===== src/rtl/eth_tx_serializer_if.sv =====
// Byte-stream handshake and line-side signals of the 10BASE-T transmit serializer.
interface eth_tx_serializer_if;
    logic [7:0] tx_data;
    logic       tx_valid;
    logic       tx_last;
    logic       tx_ready;
    logic       eth_data_s;
    logic       Tx_w;
    logic       tx_busy;
    logic       tx_underrun;

    modport master (
        output tx_data, tx_valid, tx_last,
        input  tx_ready, eth_data_s, Tx_w, tx_busy, tx_underrun
    );
    modport slave (
        input  tx_data, tx_valid, tx_last,
        output tx_ready, eth_data_s, Tx_w, tx_busy, tx_underrun
    );
endinterface


===== src/rtl/eth_tx_serializer.sv =====
// 10BASE-T transmit serializer: preamble/SFD, data, zero pad, CRC-32 FCS, Manchester line
// coding at one half-bit per clock, TP_IDL tail and inter-packet gap enforcement.
module eth_tx_serializer #(
    parameter int MIN_PAYLOAD = 60,
    parameter int TPIDL_CYC   = 5,
    parameter int IPG_CYC     = 192
) (
    input  logic                 clk,
    input  logic                 rst_n,
    eth_tx_serializer_if.slave   bus
);
    typedef enum logic [2:0] {
        S_IDLE     = 3'd0,
        S_PREAMBLE = 3'd1,
        S_SFD      = 3'd2,
        S_DATA     = 3'd3,
        S_PAD      = 3'd4,
        S_FCS      = 3'd5,
        S_TPIDL    = 3'd6,
        S_GAP      = 3'd7
    } state_e;

    localparam logic [31:0] CRC_POLY   = 32'hEDB8_8320;
    localparam logic [31:0] CRC_INIT   = 32'hFFFF_FFFF;
    localparam logic [7:0]  SFD_BYTE   = 8'hD5;
    localparam logic [7:0]  MIN_PAY    = 8'(MIN_PAYLOAD);
    localparam logic [15:0] TPIDL_LAST = 16'(TPIDL_CYC - 1);
    localparam logic [15:0] IPG_LOAD   = 16'(IPG_CYC);

    state_e      state_q, state_d;
    logic        phase_q, phase_d;
    logic [5:0]  bit_cnt_q, bit_cnt_d;
    logic [7:0]  byte_cnt_q, byte_cnt_d;
    logic [7:0]  byte_q, byte_d;
    logic        last_q, last_d;
    logic [31:0] crc_q, crc_d;
    logic [15:0] tp_cnt_q, tp_cnt_d;
    logic [15:0] ipg_cnt_q, ipg_cnt_d;
    logic        eth_data_q, eth_data_d;
    logic        tx_w_q, tx_w_d;
    logic        busy_q, busy_d;
    logic        underrun_q, underrun_d;

    logic        ready_s, accept_s, serial_s, unit_end_s, cur_bit_s, next_bit_s;
    logic [5:0]  last_idx_s;

    function automatic logic [31:0] crc_step(input logic [31:0] crc, input logic din);
        crc_step = {1'b0, crc[31:1]} ^ ({32{crc[0] ^ din}} & CRC_POLY);
    endfunction

    // Bit carried by the current bit period; the FCS goes out as the complement of the CRC.
    function automatic logic line_bit(input state_e st, input logic [5:0] idx,
                                      input logic [7:0] data, input logic [31:0] crc);
        logic [7:0]  sfd_sh;
        logic [7:0]  data_sh;
        logic [31:0] crc_sh;
        sfd_sh  = SFD_BYTE >> idx;
        data_sh = data >> idx;
        crc_sh  = crc >> idx;
        case (st)
            S_PREAMBLE: line_bit = ~idx[0];
            S_SFD:      line_bit = sfd_sh[0];
            S_DATA:     line_bit = data_sh[0];
            S_FCS:      line_bit = ~crc_sh[0];
            default:    line_bit = 1'b0;
        endcase
    endfunction

    assign ready_s  = ((state_q == S_IDLE) && (ipg_cnt_q == 16'd0)) ||
                      ((state_q == S_DATA) && (bit_cnt_q == 6'd7) && phase_q && !last_q);
    assign accept_s = bus.tx_valid & ready_s;

    assign bus.tx_ready    = ready_s;
    assign bus.eth_data_s  = eth_data_q;
    assign bus.Tx_w        = tx_w_q;
    assign bus.tx_busy     = busy_q;
    assign bus.tx_underrun = underrun_q;

    // Next-state logic: bit/phase sequencing, CRC accumulation and frame state transitions.
    always_comb begin
        state_d    = state_q;
        byte_cnt_d = byte_cnt_q;
        byte_d     = byte_q;
        last_d     = last_q;
        tp_cnt_d   = tp_cnt_q;
        ipg_cnt_d  = ipg_cnt_q;
        underrun_d = 1'b0;
        serial_s   = state_q inside {S_PREAMBLE, S_SFD, S_DATA, S_PAD, S_FCS};
        cur_bit_s  = line_bit(state_q, bit_cnt_q, byte_q, crc_q);

        case (state_q)
            S_PREAMBLE: last_idx_s = 6'd55;
            S_FCS:      last_idx_s = 6'd31;
            default:    last_idx_s = 6'd7;
        endcase
        unit_end_s = phase_q && (bit_cnt_q == last_idx_s);

        if (serial_s) begin
            phase_d = ~phase_q;
            if (unit_end_s) begin
                bit_cnt_d = 6'd0;
            end else if (phase_q) begin
                bit_cnt_d = bit_cnt_q + 6'd1;
            end else begin
                bit_cnt_d = bit_cnt_q;
            end
        end else begin
            phase_d   = 1'b0;
            bit_cnt_d = 6'd0;
        end

        if (((state_q == S_DATA) || (state_q == S_PAD)) && phase_q) begin
            crc_d = crc_step(crc_q, cur_bit_s);
        end else begin
            crc_d = crc_q;
        end

        case (state_q)
            S_IDLE: begin
                if (accept_s) begin
                    byte_d     = bus.tx_data;
                    last_d     = bus.tx_last;
                    byte_cnt_d = 8'd1;
                    crc_d      = CRC_INIT;
                    state_d    = S_PREAMBLE;
                end else begin
                    state_d = S_IDLE;
                end
            end
            S_PREAMBLE: state_d = unit_end_s ? S_SFD : S_PREAMBLE;
            S_SFD:      state_d = unit_end_s ? S_DATA : S_SFD;
            S_DATA: begin
                if (!unit_end_s) begin
                    state_d = S_DATA;
                end else if (accept_s) begin
                    byte_d     = bus.tx_data;
                    last_d     = bus.tx_last;
                    byte_cnt_d = (byte_cnt_q == 8'hFF) ? 8'hFF : byte_cnt_q + 8'd1;
                end else if (last_q) begin
                    state_d = (byte_cnt_q < MIN_PAY) ? S_PAD : S_FCS;
                end else begin
                    underrun_d = 1'b1;
                    tp_cnt_d   = 16'd0;
                    state_d    = S_TPIDL;
                end
            end
            S_PAD: begin
                if (unit_end_s) begin
                    byte_cnt_d = byte_cnt_q + 8'd1;
                    state_d    = ((byte_cnt_q + 8'd1) >= MIN_PAY) ? S_FCS : S_PAD;
                end else begin
                    state_d = S_PAD;
                end
            end
            S_FCS: begin
                if (unit_end_s) begin
                    tp_cnt_d = 16'd0;
                    state_d  = S_TPIDL;
                end else begin
                    state_d = S_FCS;
                end
            end
            S_TPIDL: begin
                if (tp_cnt_q == TPIDL_LAST) begin
                    ipg_cnt_d = IPG_LOAD;
                    state_d   = S_GAP;
                end else begin
                    tp_cnt_d = tp_cnt_q + 16'd1;
                end
            end
            S_GAP: begin
                // Leaving on the count of 1 makes tx_ready rise exactly IPG_CYC clocks after TP_IDL.
                if (ipg_cnt_q <= 16'd1) begin
                    ipg_cnt_d = 16'd0;
                    state_d   = S_IDLE;
                end else begin
                    ipg_cnt_d = ipg_cnt_q - 16'd1;
                end
            end
            default: state_d = S_IDLE;
        endcase
    end

    // Output decode from the next state so line outputs come straight from flops.
    always_comb begin
        tx_w_d     = state_d inside {S_PREAMBLE, S_SFD, S_DATA, S_PAD, S_FCS, S_TPIDL};
        busy_d     = (state_d != S_IDLE);
        next_bit_s = line_bit(state_d, bit_cnt_d, byte_d, crc_d);
        if (state_d == S_TPIDL) begin
            eth_data_d = 1'b1;
        end else if (state_d inside {S_PREAMBLE, S_SFD, S_DATA, S_PAD, S_FCS}) begin
            eth_data_d = phase_d ? next_bit_s : ~next_bit_s;
        end else begin
            eth_data_d = 1'b0;
        end
    end

    // State and output registers with synchronous active-low reset.
    always_ff @(posedge clk) begin
        if (!rst_n) begin
            state_q    <= S_IDLE;
            phase_q    <= 1'b0;
            bit_cnt_q  <= 6'd0;
            byte_cnt_q <= 8'd0;
            byte_q     <= 8'd0;
            last_q     <= 1'b0;
            crc_q      <= CRC_INIT;
            tp_cnt_q   <= 16'd0;
            ipg_cnt_q  <= 16'd0;
            eth_data_q <= 1'b0;
            tx_w_q     <= 1'b0;
            busy_q     <= 1'b0;
            underrun_q <= 1'b0;
        end else begin
            state_q    <= state_d;
            phase_q    <= phase_d;
            bit_cnt_q  <= bit_cnt_d;
            byte_cnt_q <= byte_cnt_d;
            byte_q     <= byte_d;
            last_q     <= last_d;
            crc_q      <= crc_d;
            tp_cnt_q   <= tp_cnt_d;
            ipg_cnt_q  <= ipg_cnt_d;
            eth_data_q <= eth_data_d;
            tx_w_q     <= tx_w_d;
            busy_q     <= busy_d;
            underrun_q <= underrun_d;
        end
    end
endmodule

===== src/flat_wrapper.sv =====
// flat-port wrapper written by rule: the top's interface ports become plain ports
module eth_tx_serializer_flat 
#(
    parameter int MIN_PAYLOAD = 60,
    parameter int TPIDL_CYC   = 5,
    parameter int IPG_CYC     = 192
)
  (clk, rst_n, bus_tx_data, bus_tx_valid, bus_tx_last, bus_tx_ready, bus_eth_data_s, bus_Tx_w, bus_tx_busy, bus_tx_underrun);
  eth_tx_serializer_if bus_i ();
  input  logic clk;
  input  logic rst_n;
  input wire logic [$bits(bus_i.tx_data)-1:0] bus_tx_data;
  input wire logic [$bits(bus_i.tx_valid)-1:0] bus_tx_valid;
  input wire logic [$bits(bus_i.tx_last)-1:0] bus_tx_last;
  output wire logic [$bits(bus_i.tx_ready)-1:0] bus_tx_ready;
  output wire logic [$bits(bus_i.eth_data_s)-1:0] bus_eth_data_s;
  output wire logic [$bits(bus_i.Tx_w)-1:0] bus_Tx_w;
  output wire logic [$bits(bus_i.tx_busy)-1:0] bus_tx_busy;
  output wire logic [$bits(bus_i.tx_underrun)-1:0] bus_tx_underrun;
  assign bus_i.tx_data = bus_tx_data;
  assign bus_i.tx_valid = bus_tx_valid;
  assign bus_i.tx_last = bus_tx_last;
  assign bus_tx_ready = bus_i.tx_ready;
  assign bus_eth_data_s = bus_i.eth_data_s;
  assign bus_Tx_w = bus_i.Tx_w;
  assign bus_tx_busy = bus_i.tx_busy;
  assign bus_tx_underrun = bus_i.tx_underrun;
  eth_tx_serializer #(.MIN_PAYLOAD(MIN_PAYLOAD), .TPIDL_CYC(TPIDL_CYC), .IPG_CYC(IPG_CYC)) u_core (.clk(clk), .rst_n(rst_n), .bus(bus_i));
endmodule

===== config.mk =====
export PLATFORM = sky130hd
export DESIGN_NAME = eth_tx_serializer_flat
export DESIGN_NICKNAME = d
export VERILOG_FILES = /design/src/rtl/eth_tx_serializer_if.sv /design/src/rtl/eth_tx_serializer.sv /design/src/flat_wrapper.sv
export SDC_FILE = /design/constraint.sdc
export NUM_CORES = 1
export LEC_CHECK = 0
export ABC_AREA = 1
export CORE_ASPECT_RATIO = 1.5
export CORE_MARGIN = 2
export CORE_UTILIZATION = 55
export DETAILED_ROUTE_END_ITERATION = 8
export PLACE_DENSITY = 0.75
export SLEW_MARGIN = 20
export SYNTH_ARGS = -nofsm -noshare
export SYNTH_HDL_FRONTEND = slang
export SYNTH_SLANG_ARGS = --single-unit
export TNS_END_PERCENT = 20

===== constraint.sdc =====
create_clock -name clk -period 2.7 [get_ports clk]
set_input_delay 0.27 -clock clk [delete_from_list [all_inputs] [get_ports clk]]
set_output_delay 0.27 -clock clk [all_outputs]
set_load 0.005 [all_outputs]

; ---- Word-level counts from Yosys, hierarchy flattened
; Cells that the tools add are included.
[word_totals]
out_inout_bits = 5
inputBits = 12
word_cells = 136
regBits = 95
[op_classes]
n_eq_ne = 26
n_lt_le_gt_ge = 3
n_mux = 48
add_sub_neg = 4
n_bitwise = 12
shift = 6
n_reduce_logical = 24
[ops]
columns = op, count
row1 = 16-bit 2-to-1 mux, 7
row2 = 32-bit 2-to-1 mux, 3
row3 = 32-bit by 6-bit right shift with 1-bit output, 2
row4 = 8-bit 2-to-1 mux, 7
row5 = 16-bit one-hot mux with 3 select lines, 1
row6 = 16-bit one-hot mux with 2 select lines, 1
row7 = 31-bit by 32-bit bitwise XOR with 32-bit output, 1
row8 = 3-bit one-hot mux with 8 select lines, 1
row9 = 8-bit one-hot mux with 3 select lines, 1
row10 = "3-bit equality test, second input constant", 7
row11 = 3-bit 2-to-1 mux, 6
row12 = 6-bit 2-to-1 mux, 3
row13 = "16-bit by 1-bit adder with 16-bit output, second input constant", 1
row14 = "16-bit by 3-bit equality test with 1-bit output, second input constant", 1
row15 = "16-bit by 1-bit less-or-equal comparator with 1-bit output, second input constant", 1
row16 = 16-bit logical NOT, 1
row17 = 8-bit one-hot mux with 2 select lines, 1
row18 = 8-bit by 6-bit right shift with 1-bit output, 2
row19 = "8-bit by 6-bit right shift with 1-bit output, first input constant", 2
row20 = "16-bit by 1-bit subtractor with 16-bit output, second input constant", 1
row21 = "3-bit by 2-bit equality test with 1-bit output, second input constant", 4
row22 = "2-bit by 1-bit inequality test with 1-bit output, second input constant", 6
row23 = 6-bit one-hot mux with 2 select lines, 1
row24 = 1-bit 2-to-1 mux, 11
row25 = 27 further kinds, 51

; ---- Depth between registers and ports, before layout
[depth]
ltp_word = 15
mapped_depth = 27
mapped_depth_nobuf = 26

; ---- Worst setup path before layout
; No wires, ideal clock.
[synth_timing]
kind = reg-to-reg
from = register u_core.bit_cnt_q[1]
to = register u_core.tp_cnt_q[9]
slack_ns = 0.030
path_stages_with_launch = 19
arrival_ns = 2.551
required_time_ns = 2.581
setup_ns = 0.119
period_less_slack_ns = 2.670
path_buffers = 0
path_cell_list = dfxtp_1 ha_1 nand3_1 inv_1 o21ai_0 a21oi_1 nand3_2 nand2_1 nand2_1 a31oi_2 o221ai_4 nor4_4 inv_2 nor3_2 nand2_1 nor2_1 nand2_1 o21ai_1 a21oi_1
[synth_between]
elab_chain_cells = 8
elab_cells_between_ends = 12
cone_classes = 5 x eq/ne / 1 x bitwise / 6 x reduce/logical
[synth_lines]
columns = element, line_no
row1 = start: declaration, eth_tx_serializer.sv:32  ; logic [5:0] bit_cnt_q, bit_cnt_d;
row2 = start signal: assignment, eth_tx_serializer.sv:217  ; bit_cnt_q <= bit_cnt_d;
row3 = 6-bit by 3-bit equality test with 1-bit output, eth_tx_serializer.sv:70  ; ((state_q == S_DATA) && (bit_cnt_q == 6'd7) && phase_q && !last_q);
row4 = 1-bit logical AND (3 in series), eth_tx_serializer.sv:70
row5 = 1-bit logical OR, eth_tx_serializer.sv:69  ; assign ready_s = ((state_q == S_IDLE) && (ipg_cnt_q == 16'd0)) ||
row6 = 1-bit bitwise AND, eth_tx_serializer.sv:71  ; assign accept_s = bus.tx_valid & ready_s;
row7 = 2-bit inequality test (no source line), -
row8 = 6-bit AND reduction (no source line) (*), -
row9 = end signal: assignment, eth_tx_serializer.sv:222  ; tp_cnt_q <= tp_cnt_d;
row10 = end: declaration, eth_tx_serializer.sv:37  ; logic [15:0] tp_cnt_q, tp_cnt_d;
; Every way passes the cells marked *; elsewhere a longest branch is shown, timed or not.
; A chain may end at the register's enable or synchronous reset.

; ---- Worst setup path in the final report
[layout_timing]
from = register u_core.bit_cnt_q[0]
to = register u_core.eth_data_q, in the netlist u_core.bus.eth_data_s
[layout_between]
elab_chain_cells = 15
elab_cells_between_ends = 51
cone_classes = 1 x add/sub / 8 x eq/ne / 6 x shift / 22 x mux / 8 x bitwise / 6 x reduce/logical
[layout_lines]
columns = element, line_no
row1 = 32-bit by 6-bit right shift with 1-bit output or 6-bit by 3-bit equality test with 1-bit output (tied branches), "eth_tx_serializer.sv:59, eth_tx_serializer.sv:70"
row2 = 1-bit NOT or 1-bit logical AND (tied branches), "eth_tx_serializer.sv:64, eth_tx_serializer.sv:70"
row3 = 1-bit one-hot mux with 4 select lines or 1-bit logical AND (tied branches), "eth_tx_serializer.sv:60, eth_tx_serializer.sv:70"
row4 = 1-bit bitwise XOR or 1-bit logical AND (tied branches), "eth_tx_serializer.sv:48, eth_tx_serializer.sv:70"
row5 = 31-bit by 32-bit bitwise XOR with 32-bit output or 1-bit logical OR (tied branches), "eth_tx_serializer.sv:48, eth_tx_serializer.sv:69"
row6 = 32-bit 2-to-1 mux or 1-bit bitwise AND (tied branches), "eth_tx_serializer.sv:112, eth_tx_serializer.sv:71"
row7 = "32-bit 2-to-1 mux, or another cell as far along", eth_tx_serializer.sv:120  ; if (accept_s) begin
row8 = "32-bit 2-to-1 mux, or another cell as far along", eth_tx_serializer.sv:118  ; case (state_q)
row9 = "32-bit by 6-bit right shift with 1-bit output, or another cell as far along", eth_tx_serializer.sv:59  ; crc_sh = crc >> idx;
row10 = "1-bit NOT, or another cell as far along", eth_tx_serializer.sv:64  ; S_FCS: line_bit = ~crc_sh[0];
row11 = 1-bit one-hot mux with 4 select lines, eth_tx_serializer.sv:60  ; case (st)
row12 = 1-bit NOT, eth_tx_serializer.sv:192  ; eth_data_d = phase_d ? next_bit_s : ~next_bit_s;
row13 = 1-bit 2-to-1 mux, eth_tx_serializer.sv:192
row14 = 1-bit 2-to-1 mux, eth_tx_serializer.sv:191  ; end else if (state_d inside {S_PREAMBLE, S_SFD, S_DATA, S_PAD, S_FCS}) begin
row15 = 1-bit 2-to-1 mux (*), eth_tx_serializer.sv:189  ; if (state_d == S_TPIDL) begin
row16 = end signal: assignment, eth_tx_serializer.sv:224  ; eth_data_q <= eth_data_d;
row17 = end: declaration, eth_tx_serializer.sv:39  ; logic eth_data_q, eth_data_d;
; Marked as above.

==> flow_metrics.tcl <==
set metrics [dict create \
    status "finished with violations" \
    violations "setup timing" \
    r2r_start "u_core.bit_cnt_q[0]" \
    wirelength_microns 19200 \
    ff_latch_area_sq_um 1910 \
    hold_start "u_core.byte_q[3]" \
    multi_input_area_sq_um 3700 \
    core-area_sq_um 10500 \
    holdPathStages 2 \
    hold_violations 0 \
    synthTopCellsByCount "nand2_1, inv_1, nand3_1, dfxtp_1, nor2_1" \
    final.period_utilization 1.12 \
    antenna_found_initial 0 \
    max-vdd-ir-drop_uv 304 \
    drtAntennaViolNets 0 \
    criticalPathCategory "reg -> reg" \
    drt_iter0_drc 419 \
    fillerInstances 864 \
    cts_buffers 9 \
    ys.flop_type "dfxtp_1" \
    grt_pass1_wl_microns 28200 \
    grtUsageTotal 0.313 \
    synth_top_area_share 0.325 \
    fmax_mhz 330 \
    critical_path.most_common_cell "nand2_1" \
    io_buffers 16 \
    grt_max_degree 42 \
    synth.area.top_cells "dfxtp_1, nand2_1, nand3_1, inv_1, nor2_1" \
    cts_tree "done" \
    cpPeakStageDelay_ps 380 \
    nNetsFinal 1046 \
    h-tree-depth 3 \
    yosysSeqAreaShare 0.325 \
    cp-startpoint "u_core.bit_cnt_q[0]" \
    min_to "u_core.byte_q[3]" \
    setup.worst_path.start_class "flip-flop" \
    die_w_microns 88.2 \
    diodes 0 \
    initial_core_util 0.559 \
    finalWorstSetupSlack_ps -333 \
    place_congestion 0.936 \
    clkTransAtPathRegs_ps 70 \
    crit_fanout 8 \
    synth_nets 931 \
    holdBufCountCts 0 \
    relSlewSlack 0.633 \
    leakagePower_nw 3.53 \
    hold_class "reg -> reg" \
    topRoutingLayerUsed "met4" \
    avgRoutedWirePerCell_microns 16.3 \
    synth-edff-count 0 \
    grt_overflow 0 \
    clk-insertion-delay-late_ps 350 \
    dp_hpwl_microns 12800 \
    rsz0062_at_grt "true" \
    via_count 6792 \
    ctsRootBufferMaster "clkbuf_16" \
    drive_gt1_frac 0.252 \
    slowest_stage "dfxtp_4" \
    fp-row-count 46 \
    worstMarginPinSlew_ps 546 \
    die_h_microns 130 \
    drv_cap 0 \
    yosysWarnings 0 \
    grt_pass1_vias 6288 \
    ys_ff_latch 95 \
    utilization 0.738 \
    critPathArrivalTime_ps 3270 \
    syn_area_sq_um 5850 \
    syn-instance-count 912 \
    finalCriticalPeriod_ps 3030 \
    endpoint_kind "flip-flop" \
    power_density_nw_per_um2 404 \
    r2r_end "u_core.bus.eth_data_s" \
    synth.most_common_cell "nand2_1" \
    dieArea_sq_um 11500 \
    clockBufferDepth 2 \
    met1_length_microns 6780 \
    reg2reg_depth 28 \
    dr.pass1.iters 5 \
    syn_area_per_cell_sq_um 6.42 \
    dr_wl_met3_microns 1230 \
    rrSetupSlack_ps -330 \
    detail_route.vias_per_cell 5.78 \
    synthArstFlopShare 0 \
    area_growth_pct 32.1 \
    remaining_drc_errors 0 \
    required_ps 2940 \
    cts_sinks 95 \
    drv_slew 0 \
    ios 17 \
    setup_tns_ps -333 \
    yosysUniqueCellTypes 51 \
    setup_violations 1 \
    synth_top_cell_by_area "dfxtp_1" \
    skew_ps 6.98 \
    wl_met2_microns 9790 \
]
[kinds of logic (layout without fill, tap and decap cells)]
group | count (synthesis) | in the layout | share of synthesized area
and+or+nand+nor | 482 | 482 | 0.371
buffers and inverters | 159 | 279 | 0.109
AOI/OAI and AO/OA | 153 | 153 | 0.154
DFF | 95 | 95 | 0.325
xor gates and xnor gates | 12 | 12 | 0.0180
adders and majority gates | 7 | 7 | 0.0150
muxes | 4 | 4 | 0.00684
[worst max-delay path: cells and delay by family, from the launching register on]
family,cells,cell delay [ps]
flip-flops,1,380
buffers and inverters,4,620
AND/OR/NAND/NOR,24,1910
[power breakdown]
part / total (mW) / switching [mW] / internal, mW
combinational: 0.442 / 0.257 / 0.184
clock: 1.22 / 0.567 / 0.649
sequential: 1.47 / 0.0326 / 1.44
[state kept, by name, indices dropped and copies added (netlist names), 3 cells and up]
register           cells
u_core.bit_cnt_q       6
u_core.tp_cnt_q       16
u_core.byte_cnt_q      8
u_core.ipg_cnt_q      16
u_core.byte_q          8
u_core.state_q         3
u_core.crc_q          32
[worst max path at each step]
| stage | cells after the start | endpoint |
|---|---|---|
| 5_1_grt | 26 | u_core.bus.eth_data_s |
| 3_5_place_dp | 17 | u_core.bus.eth_data_s |
| 3_3_place_gp | 19 | u_core.bus.eth_data_s |
| 4_1_cts | 26 | u_core.bus.eth_data_s |
| 2_1_floorplan | 18 | u_core.tp_cnt_q[9] |
| 6_report | 28 | u_core.bus.eth_data_s |
[final cells by class]
class	instances	share of cell area
Tap cell	144	0.0233
Inverter	124	0.0615
Timing Repair Buffer	139	0.154
Sequential cell	95	0.247
Clock inverter	5	0.00437
Multi-Input combinational cell	658	0.478
Clock buffer	11	0.0314
[routing by layer]
layer | GRT usage | vias to the layer above
li1 | - | 3271
met1 | 0.317 | 3083
met2 | 0.569 | 309
met3 | 0.0582 | 129
met4 | 0.208 | 0
met5 | 0 | -
[placed cells by master (no fill, tap or decap), drive strengths merged, types with 2 or more instances in the layout]
cell type,n
a211oi,8
a21oi,47
a221oi,3
a31oi,7
buf,121
clkbuf,13
clkdlybuf4s50,16
clkinv,5
clkinvlp,3
dfxtp,95
ha,7
inv,121
mux2i,4
nand2,217
nand3,98
nand4,43
nor2,90
nor3,25
nor4,5
o21ai,76
o311ai,2
o41ai,2
xnor2,2
xor2,10
[metrics by stage]
step / area [sq um] / setup slack (ps) / hold WS [ps] / std cells / total power, mW
3_5_place_dp: 6810 / -140 / 474 / 1138 / 1.89
3_3_place_gp: 6810 / -102 / 469 / 1138 / 1.89
6_report: 7730 / -333 / 491 / 1176 / 3.13
2_1_floorplan: 5850 / 30.3 / 419 / 912 / 1.72
4_1_cts: 7250 / 4.36 / 493 / 1168 / 3.09
5_1_grt: 7730 / -584 / 514 / 1176 / 3.23
[repair_timing]
item                       in CTS  in global routing
setup buffers                  14                  6
setup endpoints to repair       5                 15
pin swaps                       7                 48
resized for setup              18                100
hold endpoints to repair        0                  0
cloned                          0                  2
Note: power is estimated with default switching activity, not from simulation.
